## src/rtl/dds_prng_pkg.sv

```systemverilog
// Shared types, constants and the single-bit Galois step for the DDS noise source.
package dds_prng_pkg;

  localparam int LFSR_W = 32;

  typedef logic [LFSR_W-1:0] lfsr_t;

  localparam lfsr_t TAP_MASK     = 32'h8020_0003;
  localparam lfsr_t DEFAULT_SEED = 32'h0000_0001;

  // Right-shift Galois form of x^32 + x^22 + x^2 + x + 1
  function automatic lfsr_t galois_step(lfsr_t s);
    return (s >> 1) ^ (s[0] ? TAP_MASK : '0);
  endfunction

endpackage

```

## src/rtl/dds_prng_step.sv

```systemverilog
// Purely combinational single-bit LFSR advance; chained STEPS times by dds_prng.
module dds_prng_step
  import dds_prng_pkg::*;
(
  input  lfsr_t state_in,
  output lfsr_t state_out
);

  assign state_out = galois_step(state_in);

endmodule

```

## src/rtl/dds_prng.sv

```systemverilog
// Free-running 32-bit Galois LFSR byte source advancing STEPS bits per clock.
// Optional DDS_PRNG_WHITEN_EN folds all four state bytes into the output.
module dds_prng
  import dds_prng_pkg::*;
#(
  parameter lfsr_t SEED  = DEFAULT_SEED,
  parameter int    STEPS = 8
) (
  input  logic       clk,
  input  logic       rst_n,
  output logic [7:0] prng_data
);

  // An all-zero seed would lock the LFSR, so it is replaced by the default
  localparam lfsr_t EFF_SEED = (SEED == '0) ? DEFAULT_SEED : SEED;

  if (STEPS < 1 || STEPS > 32) begin : g_bad_steps
    $error("dds_prng: STEPS must be in 1..32");
  end

  lfsr_t lfsr;
  lfsr_t lfsr_next;
  lfsr_t chain [0:STEPS];

  assign chain[0] = lfsr;

  for (genvar i = 0; i < STEPS; i++) begin : g_step
    dds_prng_step u_step (
      .state_in  (chain[i]),
      .state_out (chain[i+1])
    );
  end

  assign lfsr_next = (lfsr == '0) ? EFF_SEED : chain[STEPS];

  always_ff @(posedge clk or negedge rst_n) begin
    if (!rst_n) begin
      lfsr <= EFF_SEED;
    end else begin
      lfsr <= lfsr_next;
    end
  end

`ifdef DDS_PRNG_WHITEN_EN
  assign prng_data = lfsr[31:24] ^ lfsr[23:16] ^ lfsr[15:8] ^ lfsr[7:0];
`else
  assign prng_data = lfsr[7:0];
`endif

endmodule

```

## config.mk

```make
export PLATFORM = sky130hd
export DESIGN_NAME = dds_prng
export DESIGN_NICKNAME = d
export VERILOG_FILES = /design/src/rtl/dds_prng_pkg.sv /design/src/rtl/dds_prng_step.sv /design/src/rtl/dds_prng.sv
export SDC_FILE = /design/constraint.sdc
export NUM_CORES = 1
export LEC_CHECK = 0
export ABC_AREA = 1
export ABC_CLOCK_PERIOD_IN_PS = 3800
export BUFFER_PORTS_ARGS = -buffer_cell sky130_fd_sc_hd__clkbuf_2
export CAP_MARGIN = 20
export CORE_AREA = 2 2 56 58
export CTS_CLUSTER_DIAMETER = 150
export CTS_CLUSTER_SIZE = 8
export DETAILED_ROUTE_END_ITERATION = 10
export DIE_AREA = 0 0 58 60
export PLACE_DENSITY = 0.76
export SYNTH_ARGS = -nofsm -noshare
export SYNTH_HDL_FRONTEND = slang
export SYNTH_SLANG_ARGS = --single-unit
export TNS_END_PERCENT = 10
```

## constraint.sdc

```tcl
create_clock -name clk -period 3.8 [get_ports clk]
set_input_delay 0.19 -clock clk [delete_from_list [all_inputs] [get_ports clk]]
set_output_delay 0.19 -clock clk [all_outputs]
set_load 0.02 [all_outputs]
```

Word-level counts from Yosys, hierarchy flattened
Index checks and enable logic that the tools add are counted.
- muxes and demuxes: 9
- bitwise operators: 8
- reductions and logical operators: 1
- operator list (operator ; count):
    2-to-1 mux 32 bit ; 9
    bitwise XOR 31 x 32 -> 32 bit ; 8
    zero test 32 bit ; 1
- register bits after elaboration: 32
- input port bits: 2
- output and inout port bits: 8
- logic and storage cells: 19

Longest topological paths before layout
- depth after elaboration: 17
- depth in mapped cells: 12
- gate-level depth less buffers: 12

By module
A second synthesis with hierarchy kept.
- cell total of the unflattened synthesis: 473
- area total of the unflattened synthesis: 3428.3 um^2
- modules (own cells, without submodules) (module ; times used ; cells an instance ; area an instance (um^2) ; seq. area each (um^2)):
    dds_prng_step ; 8 ; 42 ; 266.5 ; 0.0
    dds_prng ; 1 ; 137 ; 1296.2 ; 802.0

Worst setup path before layout
Ideal clock, no wire load.
- kind: register to register
- start point: register lfsr[0]
- end point: register lfsr[1]
- setup time: 0.117 ns
- arrival: 1.797 ns
- required time: 3.683 ns
- path slack: 1.887 ns
- cell stages (with the launch flop): 10
- buffers on the path: 0
- period minus slack after synthesis: 1.913 ns
- cells stage by stage: dfstp_2 inv_2 ha_1 xnor3_2 nand2_2 nand2_1 nand2_1 nand2_1 nor2_1 nor2_1
- word-level cells in the longest chain between the ends: 17
- elaborated cells between the ends (all ways): 18
- classes of those cells: mux: 9; bitwise: 8; reduce/logical: 1
- RTL lines (what ; RTL line ; RTL):
    start: declaration ; dds_prng.sv:21 ; lfsr_t lfsr;
    start signal: assignment ; dds_prng.sv:40 ; lfsr <= lfsr_next;
    2-to-1 mux 32 bit ; dds_prng_pkg.sv:13 ; return (s >> 1) ^ (s[0] ? TAP_MASK : '0);
    bitwise XOR 31 x 32 -> 32 bit ; dds_prng_pkg.sv:13 ;
    2-to-1 mux 32 bit ; dds_prng_pkg.sv:13 ;
    bitwise XOR 31 x 32 -> 32 bit ; dds_prng_pkg.sv:13 ;
    2-to-1 mux 32 bit ; dds_prng_pkg.sv:13 ;
    bitwise XOR 31 x 32 -> 32 bit ; dds_prng_pkg.sv:13 ;
    2-to-1 mux 32 bit ; dds_prng_pkg.sv:13 ;
    bitwise XOR 31 x 32 -> 32 bit ; dds_prng_pkg.sv:13 ;
    [2 not listed] ; n/a ;
    2-to-1 mux 32 bit ; dds_prng_pkg.sv:13 ;
    bitwise XOR 31 x 32 -> 32 bit ; dds_prng_pkg.sv:13 ;
    2-to-1 mux 32 bit ; dds_prng_pkg.sv:13 ;
    bitwise XOR 31 x 32 -> 32 bit ; dds_prng_pkg.sv:13 ;
    2-to-1 mux 32 bit ; dds_prng_pkg.sv:13 ;
    bitwise XOR 31 x 32 -> 32 bit ; dds_prng_pkg.sv:13 ;
    2-to-1 mux 32 bit (*) ; dds_prng.sv:34 ; assign lfsr_next = (lfsr == '0) ? EFF_SEED : chain[STEPS];
    named net lfsr_next[1] ; dds_prng.sv:22 ; lfsr_t lfsr_next;
The timed path passes the listed nets; every way through them passes the cells marked *.

Worst setup path after layout
- start point: register lfsr[0]
- end point: register lfsr[21]
The elaborated chain is that of the path after synthesis.

==> results.toml <==
[die]
io_pins = 10
start_util_pct = 51.7
die_area_sq_um = 3480
coreArea_sq_um = 2900
std_cell_rows = 20
die_w_um = 58
die_h_um = 60

[drt]
num_vias = 1051
ant_nets = 0
routed_via_density = 5.50
drt_iter0_drc = 98
drc = 0
drt-pass1-iter-count = 4
wl_per_cell_um = 15.2
drt-total-wl_um = 2910

[clock_network]
post_cts_resized = 0
worstSkewPairLatency_ns = 0.33
clkSinkCount = 32
h-tree-depth = 2
clkSlewWorstSetupHoldPaths_ns = 0.10
clock_path_buffers = 2
root_buffer = "clkbuf_4"
cts_made_buffers = 5
cts_tree = "built"

[layout]
fin_nets = 160
area_growth_pct = 3.50
final_util_pct = 53.5
layout_commonest_cell = "dfrtp_1"
largestRegisters = "lfsr x32"
largest_register_ff_count = 32
n_antenna_cell = 0
final_cell_mix = "31 x dfrtp_1, 24 x nor2_1, 20 x nand2_1"
multi_input_area_sq_um = 527
layout.area.seq_sq_um = 802
fillCellCount = 268
drive_gt1_share_pct = 16.5
top_register = "lfsr"
postLayoutCellArea_sq_um = 1550

[placement]
hpwl_um = 2220
place.gp.congestion = 0.998
placed_area_sq_um = 1470
port_buffers = 9
place_ws_ns = 1.71

[sta]
drv_slew = 0
fin_crit_sh_pct = 56.3
fmax_mhz = 468
worstMarginPinSlew_ns = 0.749
period_needed_ns = 2.14
setup_viol_count_final = 0
setup_tns_ns = 0
relSlewSlack_pct = 50.0
rsz0062_at_grt = "no"
finalHoldViolCount = 0
fin_skew_ns = 0.0128
worst_slack_ns = 1.66

[setup_path]
worst_setup_path_start_kind = "register"
crit_arrival_ns = 2.36
end_kind = "register"
path_cells = "inv_2 -> ha_1 -> xnor3_2 -> nand2_2 -> nand2_1 -> nand2_1 -> nand2_1 -> nor2_1 -> nor2_1"
cp_top_family = "flip-flops"
cp_slowest_cell = "dfstp_2"
path_max_fanout = 5
cp_num_buf_inv = 1
cp.required_ns = 4.02
path_class = "register to register"
cpPeakStageDelay_ns = 0.59
crit_top_cell = "nand2_1"

[synth]
syn-cell-area_sq_um = 1500
avgSynthCellArea_sq_um = 9.21
ys_seq_area_share_pct = 53.4
synth_cell_types = 21
yosys_warnings = 0
synth_cells = 163
ys_ff_latch = 32
syn_nets = 166

[power]
pwr_density_cell_nw_per_um2 = 383
power_leakage_nw = 0.776
power_mw = 0.595
irDropWorstVdd_v = 0.000221

[global_route]
use_met1_pct = 24.4
antenna_found_initial = 0
use_met3_pct = 5.84
grt_use_met2_pct = 30.8
globalRouteOverflowTotal = 0
grt_use_total_pct = 19.7
grt_busiest_layer = "met2"
grt_max_degree = 33
grt_pass1_wl_um = 4770
grt_pass1_vias = 1003

[flow_run]
drv_cap = 0

[run_status]
status = "finished, final reports clean"

[hold_path]
min_path_type = "register to register"
## path summary, 6_finish.rpt
check                                           to                from  slack, ns  cells after the start
worst max register to register  lfsr[21]$_DFF_PN0_   lfsr[0]$_DFF_PN1_       1.66                      9
max in group asynchronous       lfsr[21]$_DFF_PN0_               rst_n       2.87                      2
worst min-delay path            lfsr[11]$_DFF_PN0_  lfsr[19]$_DFF_PN0_       0.41                      0
min in group asynchronous       lfsr[10]$_DFF_PN0_               rst_n       0.44                      2
worst min register to register  lfsr[11]$_DFF_PN0_  lfsr[19]$_DFF_PN0_       0.41                      0
worst max-delay path            lfsr[21]$_DFF_PN0_   lfsr[0]$_DFF_PN1_       1.66                      9
## cells by family (layout without fill, tap and decap cells)
kind of cell	Yosys count	after routing	synth area share [%]
XOR/XNOR	8	8	7.58
AND/OR/NAND/NOR	79	79	24.7
buffers and inverters	37	32	11.5
AO/OA/AOI/OAI	6	6	2.00
adder cells (fa/ha/maj)	1	1	0.833
flip-flops	32	32	53.4
## cells in the mapped netlist, drive strengths merged
cell type  instances  area share (%)
dfrtp             31              52
nand2             26             7.8
nor2              24             6.0
nand3             15             5.0
clkbuf            14             3.5
inv               14             3.5
nor4              10             4.2
buf                9             4.5
a21oi              4             1.3
nand4              3             1.3
xnor3              3             4.7
xor2               3             1.8
o21ai              2            0.67
xnor2              2             1.2
and3               1            0.42
dfstp              1             1.8
ha                 1            0.83
## worst reg2reg max path, stage by stage (launching register included)
cell,delay (ns)
dfstp_2,0.59
inv_2,0.06
ha_1,0.37
xnor3_2,0.49
nand2_2,0.11
nand2_1,0.10
nand2_1,0.09
nand2_1,0.08
nor2_1,0.09
nor2_1,0.05
## report_power, final
group	switching (mW)	internal (mW)	leakage (nW)
Clock	0.110	0.138	0.0422
Combinational	0.00612	0.00101	0.353
Sequential	0	0.340	0.380
Total	0.116	0.479	0.776
## routing by layer
| layer | vias to the layer above | part of all wire [%] |
|---|---|---|
| li1 | 501 | - |
| met1 | 487 | 41 |
| met2 | 48 | 49 |
| met3 | 15 | 5.4 |
| met4 | 0 | 4.4 |
| met5 | - | 0 |
## what timing repair did
action                                 in CTS  in global routing
setup buffers                               0                  0
hold buffers                                1                  0
endpoints found under the hold margin      31                  0
## cell type report
type / instances / share of cell area (%)
well taps: 33 / 2.66
clock buffers: 6 / 2.66
multi-input cells: 94 / 33.9
inverters: 14 / 3.38
repair buffers: 10 / 3.54
flip-flops and latches: 32 / 51.6
clock inverters: 2 / 2.25
## metrics by stage
stage               cells  hold WS [ns]
floorplan             163        -0.106
finish                191         0.405
detailed placement    182         0.300
CTS                   191         0.411
global placement      182         0.285
global route          191         0.430
Note: power is estimated with default switching activity, not from simulation.
